$ cat src/rtl/rf_write_buffer.sv
// Register file write buffer: an in-order FIFO of writeback requests drained one per
// cycle onto the RF write port, with youngest-wins forwarding of pending values to two read selects.
module rf_write_buffer #(
  parameter int DEPTH = 4
) (
  input  logic        CLK,
  input  logic        nRST,
  input  logic        in_valid,
  output logic        in_ready,
  input  logic [4:0]  in_wsel,
  input  logic [31:0] in_wdat,
  input  logic        rf_hold,
  output logic        WEN,
  output logic [4:0]  wsel,
  output logic [31:0] wdat,
  input  logic [4:0]  rsel1,
  input  logic [4:0]  rsel2,
  output logic        hit1,
  output logic        hit2,
  output logic [31:0] fwd1,
  output logic [31:0] fwd2
);

  localparam int PTR_W = $clog2(DEPTH);
  localparam int CNT_W = $clog2(DEPTH + 1);
  localparam logic [CNT_W-1:0] FULL_CNT = CNT_W'(DEPTH);

  logic [4:0]       wsel_mem [DEPTH];
  logic [31:0]      wdat_mem [DEPTH];
  logic [DEPTH-1:0] valid_reg, valid_next;
  logic [PTR_W-1:0] head_reg, head_next;
  logic [PTR_W-1:0] tail_reg, tail_next;
  logic [CNT_W-1:0] count_reg, count_next;

  logic accept;
  logic store;
  logic deq;

  // Ready looks only at the registered count, so a full buffer stays closed even on a dequeue cycle.
  assign in_ready = (count_reg != FULL_CNT);
  assign accept   = in_valid && in_ready;
  // Writes to r0 complete the handshake but are dropped here.
  assign store    = accept && (in_wsel != 5'd0);

  assign WEN  = (count_reg != '0);
  assign deq  = WEN && !rf_hold;
  assign wsel = WEN ? wsel_mem[head_reg] : 5'd0;
  assign wdat = WEN ? wdat_mem[head_reg] : 32'd0;

  always_comb begin
    head_next  = head_reg;
    tail_next  = tail_reg;
    count_next = count_reg;
    if (deq) begin
      head_next = head_reg + PTR_W'(1);
    end
    if (store) begin
      tail_next = tail_reg + PTR_W'(1);
    end
    case ({store, deq})
      2'b10:   count_next = count_reg + CNT_W'(1);
      2'b01:   count_next = count_reg - CNT_W'(1);
      default: count_next = count_reg;
    endcase
  end

  // Tail can equal head only when empty (no dequeue) or full (no store), so set and clear never collide.
  generate
    for (genvar gi = 0; gi < DEPTH; gi++) begin : g_valid
      always_comb begin
        valid_next[gi] = valid_reg[gi];
        if (deq && (head_reg == PTR_W'(gi))) begin
          valid_next[gi] = 1'b0;
        end
        if (store && (tail_reg == PTR_W'(gi))) begin
          valid_next[gi] = 1'b1;
        end
      end
    end
  endgenerate

  always_ff @(posedge CLK) begin
    if (!nRST) begin
      head_reg  <= '0;
      tail_reg  <= '0;
      count_reg <= '0;
      valid_reg <= '0;
    end else begin
      head_reg  <= head_next;
      tail_reg  <= tail_next;
      count_reg <= count_next;
      valid_reg <= valid_next;
    end
  end

  always_ff @(posedge CLK) begin
    if (store) begin
      wsel_mem[tail_reg] <= in_wsel;
      wdat_mem[tail_reg] <= in_wdat;
    end
  end

  // Scan oldest to youngest so the last match (youngest) overrides earlier ones.
  generate
    for (genvar gi = 0; gi < 2; gi++) begin : g_lookup
      logic [4:0]  rsel_l;
      logic        hit_l;
      logic [31:0] fwd_l;

      assign rsel_l = (gi == 0) ? rsel1 : rsel2;

      always_comb begin
        hit_l = 1'b0;
        fwd_l = 32'd0;
        for (int k = 0; k < DEPTH; k++) begin
          if (valid_reg[head_reg + PTR_W'(k)] && (rsel_l != 5'd0) &&
              (wsel_mem[head_reg + PTR_W'(k)] == rsel_l)) begin
            hit_l = 1'b1;
            fwd_l = wdat_mem[head_reg + PTR_W'(k)];
          end
        end
      end
    end
  endgenerate

  assign hit1 = g_lookup[0].hit_l;
  assign fwd1 = g_lookup[0].fwd_l;
  assign hit2 = g_lookup[1].hit_l;
  assign fwd2 = g_lookup[1].fwd_l;

endmodule

$ cat config.mk
export PLATFORM = sky130hd
export DESIGN_NAME = rf_write_buffer
export DESIGN_NICKNAME = d
export VERILOG_FILES = /design/src/rtl/rf_write_buffer.sv
export SDC_FILE = /design/constraint.sdc
export NUM_CORES = 1
export LEC_CHECK = 0
export BUFFER_PORTS_ARGS = -buffer_cell sky130_fd_sc_hd__clkbuf_2
export CAP_MARGIN = 25
export CORE_MARGIN = 4
export CORE_UTILIZATION = 53
export DETAILED_ROUTE_END_ITERATION = 10
export PLACE_DENSITY = 0.76
export SYNTH_ARGS = -nofsm -noshare
export SYNTH_HDL_FRONTEND = slang
export SYNTH_SLANG_ARGS = --single-unit
$ cat constraint.sdc
create_clock -name CLK -period 4.5 [get_ports CLK]
set_input_delay 0.9 -clock CLK [delete_from_list [all_inputs] [get_ports CLK]]
set_output_delay 0.9 -clock CLK [all_outputs]
set_load 0.05 [all_outputs]
Word-level counts from Yosys, hierarchy flattened
Memory sizes are Yosys's and may differ from the RTL's. A register that Yosys moved wholly into a read port is not among the register bits.
Index checks and enable logic that the tools add are counted.
{ "totals": {"ram_bits": 148, "output_inout_bits": 105, "elab_cells": 116, "mem_count": 2, "ff_bits": 11} }
{ "mem_list": {"columns": ["name", "depth", "word_bits", "read_ports", "rd_clocked_by_memory_dff", "write_ports", "line", "rtl"], "rows": [
  ["wdat_mem", 4, 32, 4, 1, 1, "29", "logic [31:0] wdat_mem [DEPTH];"],
  ["wsel_mem", 4, 5, 4, 1, 1, "28", "logic [4:0] wsel_mem [DEPTH];"]
]} }
{ "classes": {"n_reduce_logical": 39, "addsub": 6, "order_cmp": 4, "n_mux": 41, "eq_ne": 17} }
{ "op_table": {"columns": ["op", "count"], "rows": [
  ["32-bit 2-to-1 mux", 9],
  ["5-bit equality test", 8],
  ["1-bit logical AND", 27],
  ["1-bit 2-to-1 mux", 22],
  ["5-bit nonzero test", 3],
  ["2-bit by 3-bit less-than comparator with 1-bit output, second input constant", 4],
  ["2-bit equality test, second input constant", 5],
  ["2-bit nonzero test", 5],
  ["1-bit binary-select mux with 2-bit select", 4],
  ["2-bit 2-to-1 mux", 4],
  ["2-bit by 1-bit equality test with 1-bit output, second input constant", 3],
  ["3-bit case mux with 2 select lines", 1],
  ["5-bit 2-to-1 mux", 1],
  ["2-bit by 1-bit adder with 2-bit output, second input constant", 2],
  ["2-bit adder, second input constant", 2],
  ["2-bit logical NOT", 2],
  ["3-bit by 1-bit adder with 3-bit output, second input constant", 1],
  ["3-bit != test, second input constant", 1],
  ["3-bit nonzero test", 1],
  ["3-bit by 1-bit subtractor with 3-bit output, second input constant", 1],
  ["1-bit logical NOT", 1]
]} }

Longest topological paths before layout
Gate-level depths: netlist (run 1).
{ "depth": {"word_depth": 8, "mapped_depth": 19, "depth_no_buf": 11} }

Least setup slack after synthesis (run 1)
No wires, ideal clock.
{ "synth_path": {"path_kind": "reg-to-output", "from": "register head_reg[0]", "to": "output fwd1[11]", "stages_incl_launch_ff": 19, "arrival_time_ns": 4.601, "required_time_ns": 3.600, "setup_slack_ns": -1.001, "path_cell_list": "dfxtp_1 buf_2 buf_6 buf_6 buf_6 buf_2 buf_2 inv_1 ha_1 buf_2 inv_1 buf_2 mux2_2 xor2_1 nand2_1 nor3_4 buf_4 nor3_1 a211oi_1"} }
{ "synth_between": {"elab_chain_len": 8, "elab_cells_between_ends": 28, "cone_classes": "3 x add/sub; 3 x eq/ne; 12 x mux; 8 x reduce/logical; 2 x memory"} }
{ "synth_rtl": {"columns": ["element", "line", "rtl"], "rows": [
  ["from (decl)", "31", "logic [PTR_W-1:0] head_reg, head_next;"],
  ["from (signal assigned)", "89", "head_reg <= head_next;"],
  ["parallel branches: the longest is 7 deep, another holds memory read 4 x 5 bit", null, null],
  ["32-bit 2-to-1 mux (*)", "116", "if (valid_reg[head_reg + PTR_W'(k)] && (rsel_l != 5'd0) &&"],
  ["to (decl)", "20", "output logic [31:0] fwd1,"]
]} }
Every way passes the cells marked *. The select of a mux whose other input is x is not followed.

Worst setup path in the final report (run 1)
{ "layout_path": {"from": "register head_reg[0]", "to": "output fwd2[2]"} }
{ "layout_between": {"elab_chain_len": 8, "elab_cells_between_ends": 28, "cone_classes": "3 x add/sub; 3 x eq/ne; 12 x mux; 8 x reduce/logical; 2 x memory"} }
{ "layout_rtl": {"columns": ["element", "line", "rtl"], "rows": [
  ["parallel branches: the longest is 7 deep, another holds memory read 4 x 5 bit", null, null],
  ["32-bit 2-to-1 mux (*)", "116", null],
  ["to (decl)", "21", "output logic [31:0] fwd2"]
]} }
Marked as above.

==> key figures, run 1 <==
Routing
  • First-pass iteration count of the detailed router: 5
  • DRC Markers: 0
  • Drt initial violations: between 1,000 and 1,500
  • Detail-routed via count per cell: 6.65
  • Antenna Nets Post-Route: 0
  • Vias: slightly below 10,000
  • Total length of routed wires: 35.1 mm
  • Routed len/inst: about 24 um

Global route
  • Vias in the first global route: ~9,700
  • Largest net degree at the start of global routing: 68
  • First-pass GRT wire length: between 50 and 60 mm
  • Total GRT Usage: 0.286
  • Overflow after GRT: 0
  • Antenna violations before repair: 1

Synthesis
  • Post-Synthesis Cells: between 1,000 and 1,500
  • Number of flops mapped to enable cells by yosys: between 100 and 150
  • Cell taking the most area after synthesis: edfxtp_1
  • Ys async rst share: 0
  • Seq/Total Area, Yosys: 0.410
  • Synthesized area: 11,500 um^2
  • Syn_nets: roughly 1,100
  • Post-synth top area share: 0.388
  • Warnings, synthesis: 0
  • Dominant synthesized flop cell: edfxtp_1
  • #FFs+latches synth: 161
  • Unique masters post-synth: 42
  • Most frequent cell after synthesis: edfxtp_1
  • Synth Area per Inst: about 11 um^2
  • Most frequent cells after synthesis: edfxtp_1, nor2_1, nand2_1
  • Top post-synthesis cells by area: edfxtp_1, mux4_2, mux2i_1

Critical path
  • Crit. End Element: primary output
  • Crit-path max FO: 47
  • Crit path DAT: approximately 3.5 ns
  • Start point of the critical path: head_reg[0]$_SDFFE_PN0N_
  • Worst Setup EP: fwd2[2]
  • Reg2reg setup slack: 1.94 ns
  • Crit start category: register
  • Reg2reg start: count_reg[0]$_SDFFE_PN0P_
  • CP Data Required Time: around 3.6 ns
  • Worst R2R End: wdat_mem[0][1]$_DFFE_PP_
  • Setup CP Type: register to primary output
  • FF-to-FF path depth: 6

Final layout
  • Area Overhead vs Synth: 26.3%
  • Fin nets: about 1,300
  • Final instance area: about 14,000 um^2
  • Sequential cell area: 4710 um^2
  • Multi-input logic area: 6930 um^2
  • Share of layout cells above drive strength 1: 0.358
  • Number of flip-flops in the largest register: 128
  • # fillers: roughly 1,500

Timing
  • PnR worst setup slack: approximately 0.084 ns
  • Endpoints failing setup: 0
  • Crit share post-route: 0.981
  • Pins over their slew limit: 0
  • Hold Vio Cnt, Final: 0
  • Fmax achieved: roughly 0.23 GHz
  • Tmin final: approximately 4.4 ns
  • Slew HR: 0.371
  • Worst-Margin Slew: ~0.94 ns
  • Setup TNS Final: 0 ns
  • Hold slack: between 0.5 and 0.6 ns
  • Worst Skew: ~0.011 ns

Pwr
  • Pwr dens: roughly 540 nW/um^2
  • Peak VDD IR: roughly 0.46 mV
  • Leakage: 0.00488 uW
  • Total power: approximately 7800 uW

Place
  • Dpl ws: between 0.3 and 0.4 ns
  • Post-DP HPWL: 22.5 mm
  • IO buf count: approximately 160
  • Routability cong.: 0.942
  • Area of placed instances: 13,700 um^2

Status
  • Status: completed

Clock network
  • CTS Root Cell: clkbuf_16
  • Max clock buf depth: 2
  • CTS Hold Bufs: 0
  • Total CTS buffers: 17
  • Skew-Pair Late Insertion Delay: about 0.44 ns
  • CTS tree: built
  • H-Tree Depth: 4
  • Worst-path clk slew: about 0.07 ns
  • Sink Count: between 150 and 200

Die
  • Die Y: 155 um
  • Top-Level Pins: around 160
  • Die X: between 150 and 200 um
  • Placeable Area: about 21,000 um^2
  • Die area: between 20,000 and 25,000 um^2
  • Initial Util: 0.542
  • Standard-cell row count: 53

Run
  • Reported max-cap violation count: 0

Worst hold path
  • Worst min-delay path category: register to register
  • Hold Path Stages: 2
[cell families after synthesis]
family | Yosys count | synth area share
fa+ha+maj | 10 | 0.0116
buf+inv | 124 | 0.0467
compound gates | 250 | 0.128
simple gates | 322 | 0.131
mux | 168 | 0.237
flops | 161 | 0.410
xor+xnor | 46 | 0.0351
[layer usage]
metal,vias to the layer above,part of all wire,global-route usage
met2,613,0.50,0.469
met4,2,0.035,0.124
li1,4288,-,-
met1,4849,0.37,0.370
met3,113,0.098,0.0587
met5,-,0.00037,0
[final cells by class]
| class | count | share of cell area |
|---|---|---|
| tap | 275 | 0.0238 |
| clock inverter | 13 | 0.00873 |
| timing repair buffer | 197 | 0.126 |
| multi-input combinational | 797 | 0.479 |
| sequential | 161 | 0.326 |
| inverter | 21 | 0.00562 |
| clock buffer | 19 | 0.0313 |
| antenna | 1 | 0.000173 |
[power breakdown]
part | total [uW] | internal [uW] | switching (uW)
logic | 4500 | 1610 | 2880
registers | 1940 | 1820 | 117
clock network | 1410 | 797 | 615
total | 7850 | 4230 | 3620
[worst min-delay path by stage]
stage | startpoint | endpoint
6_report | count_reg[2]$_SDFFE_PN0P_ | count_reg[2]$_SDFFE_PN0P_
5_1_grt | valid_reg[3]$_SDFFE_PN0P_ | valid_reg[3]$_SDFFE_PN0P_
3_3_place_gp | count_reg[2]$_SDFFE_PN0P_ | count_reg[2]$_SDFFE_PN0P_
3_5_place_dp | count_reg[2]$_SDFFE_PN0P_ | count_reg[2]$_SDFFE_PN0P_
4_1_cts | count_reg[2]$_SDFFE_PN0P_ | count_reg[2]$_SDFFE_PN0P_
2_1_floorplan | count_reg[2]$_SDFFE_PN0P_ | count_reg[2]$_SDFFE_PN0P_
[metrics by stage]
stage / utilization / instances
6_report: 0.684 / 1484
3_3_place_gp: 0.646 / 1443
5_1_grt: 0.684 / 1483
4_1_cts: 0.676 / 1478
2_1_floorplan: - / 1081
3_5_place_dp: 0.647 / 1444
[placed cells by master (no fill, tap or decap), types with 7 or more instances in the layout]
cell,instances
o21ai_1,56
o21ai_2,14
clkbuf_2,99
nor3_1,18
xnor2_1,29
buf_12,45
and3_1,21
inv_1,19
a21oi_1,49
and2_1,44
nand2_1,82
a311oi_1,20
clkbuf_4,13
a211oi_4,9
nor2_1,117
ha_1,8
buf_4,29
edfxtp_1,148
clkbuf_16,17
dfxtp_1,9
mux2_2,38
o21ai_0,49
xor2_1,17
o22ai_4,12
mux2i_1,51
a31oi_4,20
a31oi_1,12
mux4_2,79
nor2b_1,7
[critical path, cell delays in order (launching register included)]
cell and delay [ns]:
dfxtp_4 0.35, inv_2 0.06, ha_4 0.31, buf_12 0.15, inv_4 0.19, mux2_2 0.40
xor2_1 0.17, nand4_1 0.18, or3_4 0.46, buf_12 0.25, o21ai_1 0.18, o22ai_4 0.11
clkbuf_2 0.25
[repair_timing]
| item | 4_1_cts | 5_1_grt |
|---|---|---|
| gates cloned | 0 | 2 |
| gates resized for setup | 6 | 72 |
| buffers inserted | 2 | 2 |
| pin swaps | 1 | 4 |
| setup endpoints to repair | 20 | 54 |
Power figures use the tool's default switching activity.
==> run 2: changes to the inputs <==
--- a/config.mk
+++ b/config.mk
@@ -5,7 +5,7 @@
 export SDC_FILE = /design/constraint.sdc
 export NUM_CORES = 1
 export LEC_CHECK = 0
-export BUFFER_PORTS_ARGS = -buffer_cell sky130_fd_sc_hd__clkbuf_2
+export BUFFER_PORTS_ARGS = -buffer_cell sky130_fd_sc_hd__buf_2
 export CAP_MARGIN = 25
 export CORE_MARGIN = 4
 export CORE_UTILIZATION = 53
==> run 2 against run 1 <==
First-iteration DRC count down 3.1%. Non-clock buffer count up 5. Sequential share of layout area up 0.68 points. Final area down 2.0%. Largest power group unchanged. Via count down 1.1%. Utilization down 1.3 points.
==> key figures, run 2 (synthesized netlist as in run 1, its figures left out) <==
Global route
  • First-pass GRT wire length: 53.9 mm (+0.14%)
  • Overflow after GRT: 0 (unchanged)
  • Total GRT Usage: 0.286 (about the same)
  • Vias in the first global route: 9,694 (-0.052%)
  • Largest net degree at the start of global routing: 59 (-13%)
  • Antenna violations before repair: 1 (unchanged)

Clock network
  • Sink Count: 161 (unchanged)
  • CTS tree: built
  • Max clock buf depth: 2 (unchanged)
  • Worst-path clk slew: 0.07 ns (about the same)
  • H-Tree Depth: 4 (unchanged)
  • Total CTS buffers: 17 (unchanged)
  • CTS Root Cell: clkbuf_16
  • Skew-Pair Late Insertion Delay: 0.43 ns (about the same)

Pwr
  • Total power: 7820 uW (-0.34%)
  • Leakage: 0.00488 uW (about the same)
  • Pwr dens: 551 nW/um^2 (+1.6%)
  • Peak VDD IR: 0.306 mV (-33%)

Die
  • Initial Util: 0.542 (unchanged)
  • Die X: 155 um (unchanged)
  • Top-Level Pins: 156 (unchanged)
  • Standard-cell row count: 53 (unchanged)
  • Die Y: 155 um (unchanged)
  • Placeable Area: 21,200 um^2 (unchanged)
  • Die area: 24,000 um^2 (unchanged)

Critical path
  • Setup CP Type: register to primary output
  • Critical Path, Cell by Cell: mux4_2, xnor2_1, nand4_1, nor2_4, a31oi_1, a211oi_4, buf_2
  • CP Data Required Time: 3.60 ns (about the same)
  • Crit start category: register
  • CP max stage delay: 0.63 ns (+0.17 ns)
  • CP max stage cell: nor2_4
  • Crit-path max FO: 16 (-66%)
  • Crit path DAT: 3.51 ns (about the same)
  • Crit. End Element: primary output

Routing
  • Vias: 9,759 (-1.1%)
  • Drt initial violations: 1,062 (-3.1%)
  • Antenna Nets Post-Route: 0 (unchanged)
  • Routed len/inst: 23.3 um (-1.3%)
  • DRC Markers: 0 (unchanged)
  • First-pass iteration count of the detailed router: 6 (+1)
  • Total length of routed wires: 34.7 mm (-1.0%)
  • Detail-routed via count per cell: 6.56 (-1.3%)

Final layout
  • Core Util, Final: 0.671 (-0.0134)
  • Antenna Cells: 0 (-1)
  • Number of flip-flops in the largest register: 128 (unchanged)
  • Final cell count without fillers: 1,488 (+0.27%)
  • Final instance area: 14,200 um^2 (-2.0%)
  • # fillers: 1,564 (+3.6%)
  • Area Overhead vs Synth: 23.8%
  • Most frequent cells in the layout: edfxtp_1, buf_2, nor2_1, nand2_1, mux4_2
  • Share of layout cells above drive strength 1: 0.384 (+0.0257)
  • Commonest non-fill, non-tap cell in the layout: edfxtp_1
  • Fin nets: 1,261 (+0.40%)

Timing
  • Crit share post-route: 0.980 (-0.00136)
  • Slew HR: 0.488 (+0.117)
  • Hold Vio Cnt, Final: 0 (unchanged)
  • Worst-Margin Slew: 0.768 ns (-0.176 ns)
  • Pins over their slew limit: 0 (unchanged)
  • Worst Skew: 0.00910 ns (-0.00226 ns)
  • PnR worst setup slack: 0.0904 ns (+0.00614 ns)
  • Tmin final: 4.41 ns (-0.00614 ns)
  • Fmax achieved: 0.227 GHz (+0.14%)
  • Endpoints failing setup: 0 (unchanged)

Worst hold path
  • Worst min-delay path category: register to register

Place
  • Dpl ws: 0.263 ns (-0.125 ns)
  • Routability cong.: 0.896 (-5.0%)
  • Area of placed instances: 13,200 um^2 (-3.9%)
  • Post-DP HPWL: 22.1 mm (-2.0%)
  • Cells after DPL: 1,446 (+0.14%)
  • IO buf count: 155 (unchanged)

Run
  • Reported max-cap violation count: 0 (unchanged)

Status
  • Status: completed
-- run 2: changes by cell type in the layout (fill, tap and decap cells not counted), sizes merged --
cell    before  now
buf         85  192
bufinv       1    2
inv         25   26
clkinv       4    3
clkbuf     131   28
diode        1    0
-- run 2: cell type report --
class / count / area, um^2 / area share
clock buffer: 18 / 439 / 0.0309
clock inverter: 14 / 153 / 0.0108
timing repair buffer: 202 / 1350 / 0.0954
tap: 275 / 344 / 0.0242
sequential: 161 / 4720 / 0.332
inverter: 21 / 78.8 / 0.00555
multi-input combinational: 797 / 7110 / 0.501
-- run 2: critical path, delay by kind of cell (launching register included) --
kind	cells	cell delay, ns
xor gates and xnor gates	1	0.16
and+or+nand+nor	2	1.01
AOI/OAI and AO/OA	2	0.58
muxes	1	0.58
buffers and inverters	1	0.31
DFF	1	0.42
-- run 2: metrics by stage --
stage / hold WS [ns] / TNS, ns
2_1_floorplan: 0.472 / -0.0664
3_3_place_gp: 0.494 / 0
3_5_place_dp: 0.502 / 0
4_1_cts: 0.513 / -0.144
5_1_grt: 0.567 / -0.0707
6_report: 0.510 / 0
-- run 2: layer usage --
metal / routed length [um] / share of wire / GRT usage
met1: 13600 / 0.39 / 0.384
met2: 16700 / 0.48 / 0.469
met3: 2920 / 0.084 / 0.0376
met4: 1420 / 0.041 / 0.123
met5: 13 / 0.00037 / 0
-- run 2: repair_timing --
| item | in CTS | in global routing |
|---|---|---|
| hold buffers | 0 | 0 |
| gates resized for setup | 41 | 82 |
| gates cloned | 0 | 1 |
| buffers inserted | 4 | 5 |
| setup endpoints to repair | 65 | 60 |
| pin swaps | 4 | 4 |
-- run 2: path summary, 6_finish.rpt --
kind,cells after the start,slack (ns),startpoint,to
setup / recovery,7,0.09,register,fwd1[2]
hold / removal,2,0.51,count_reg[2]$_SDFFE_PN0P_,count_reg[2]$_SDFFE_PN0P_
setup reg to reg,6,1.93,count_reg[0]$_SDFFE_PN0P_,wdat_mem[2][23]$_DFFE_PP_
hold reg to reg,2,0.51,count_reg[2]$_SDFFE_PN0P_,count_reg[2]$_SDFFE_PN0P_
-- run 2: power breakdown --
| group | switching (uW) | internal (uW) | total, uW |
|---|---|---|---|
| clock network | 601 | 838 | 1440 |
| registers | 124 | 1820 | 1950 |
| logic | 2890 | 1550 | 4440 |
| total | 3610 | 4210 | 7820 |
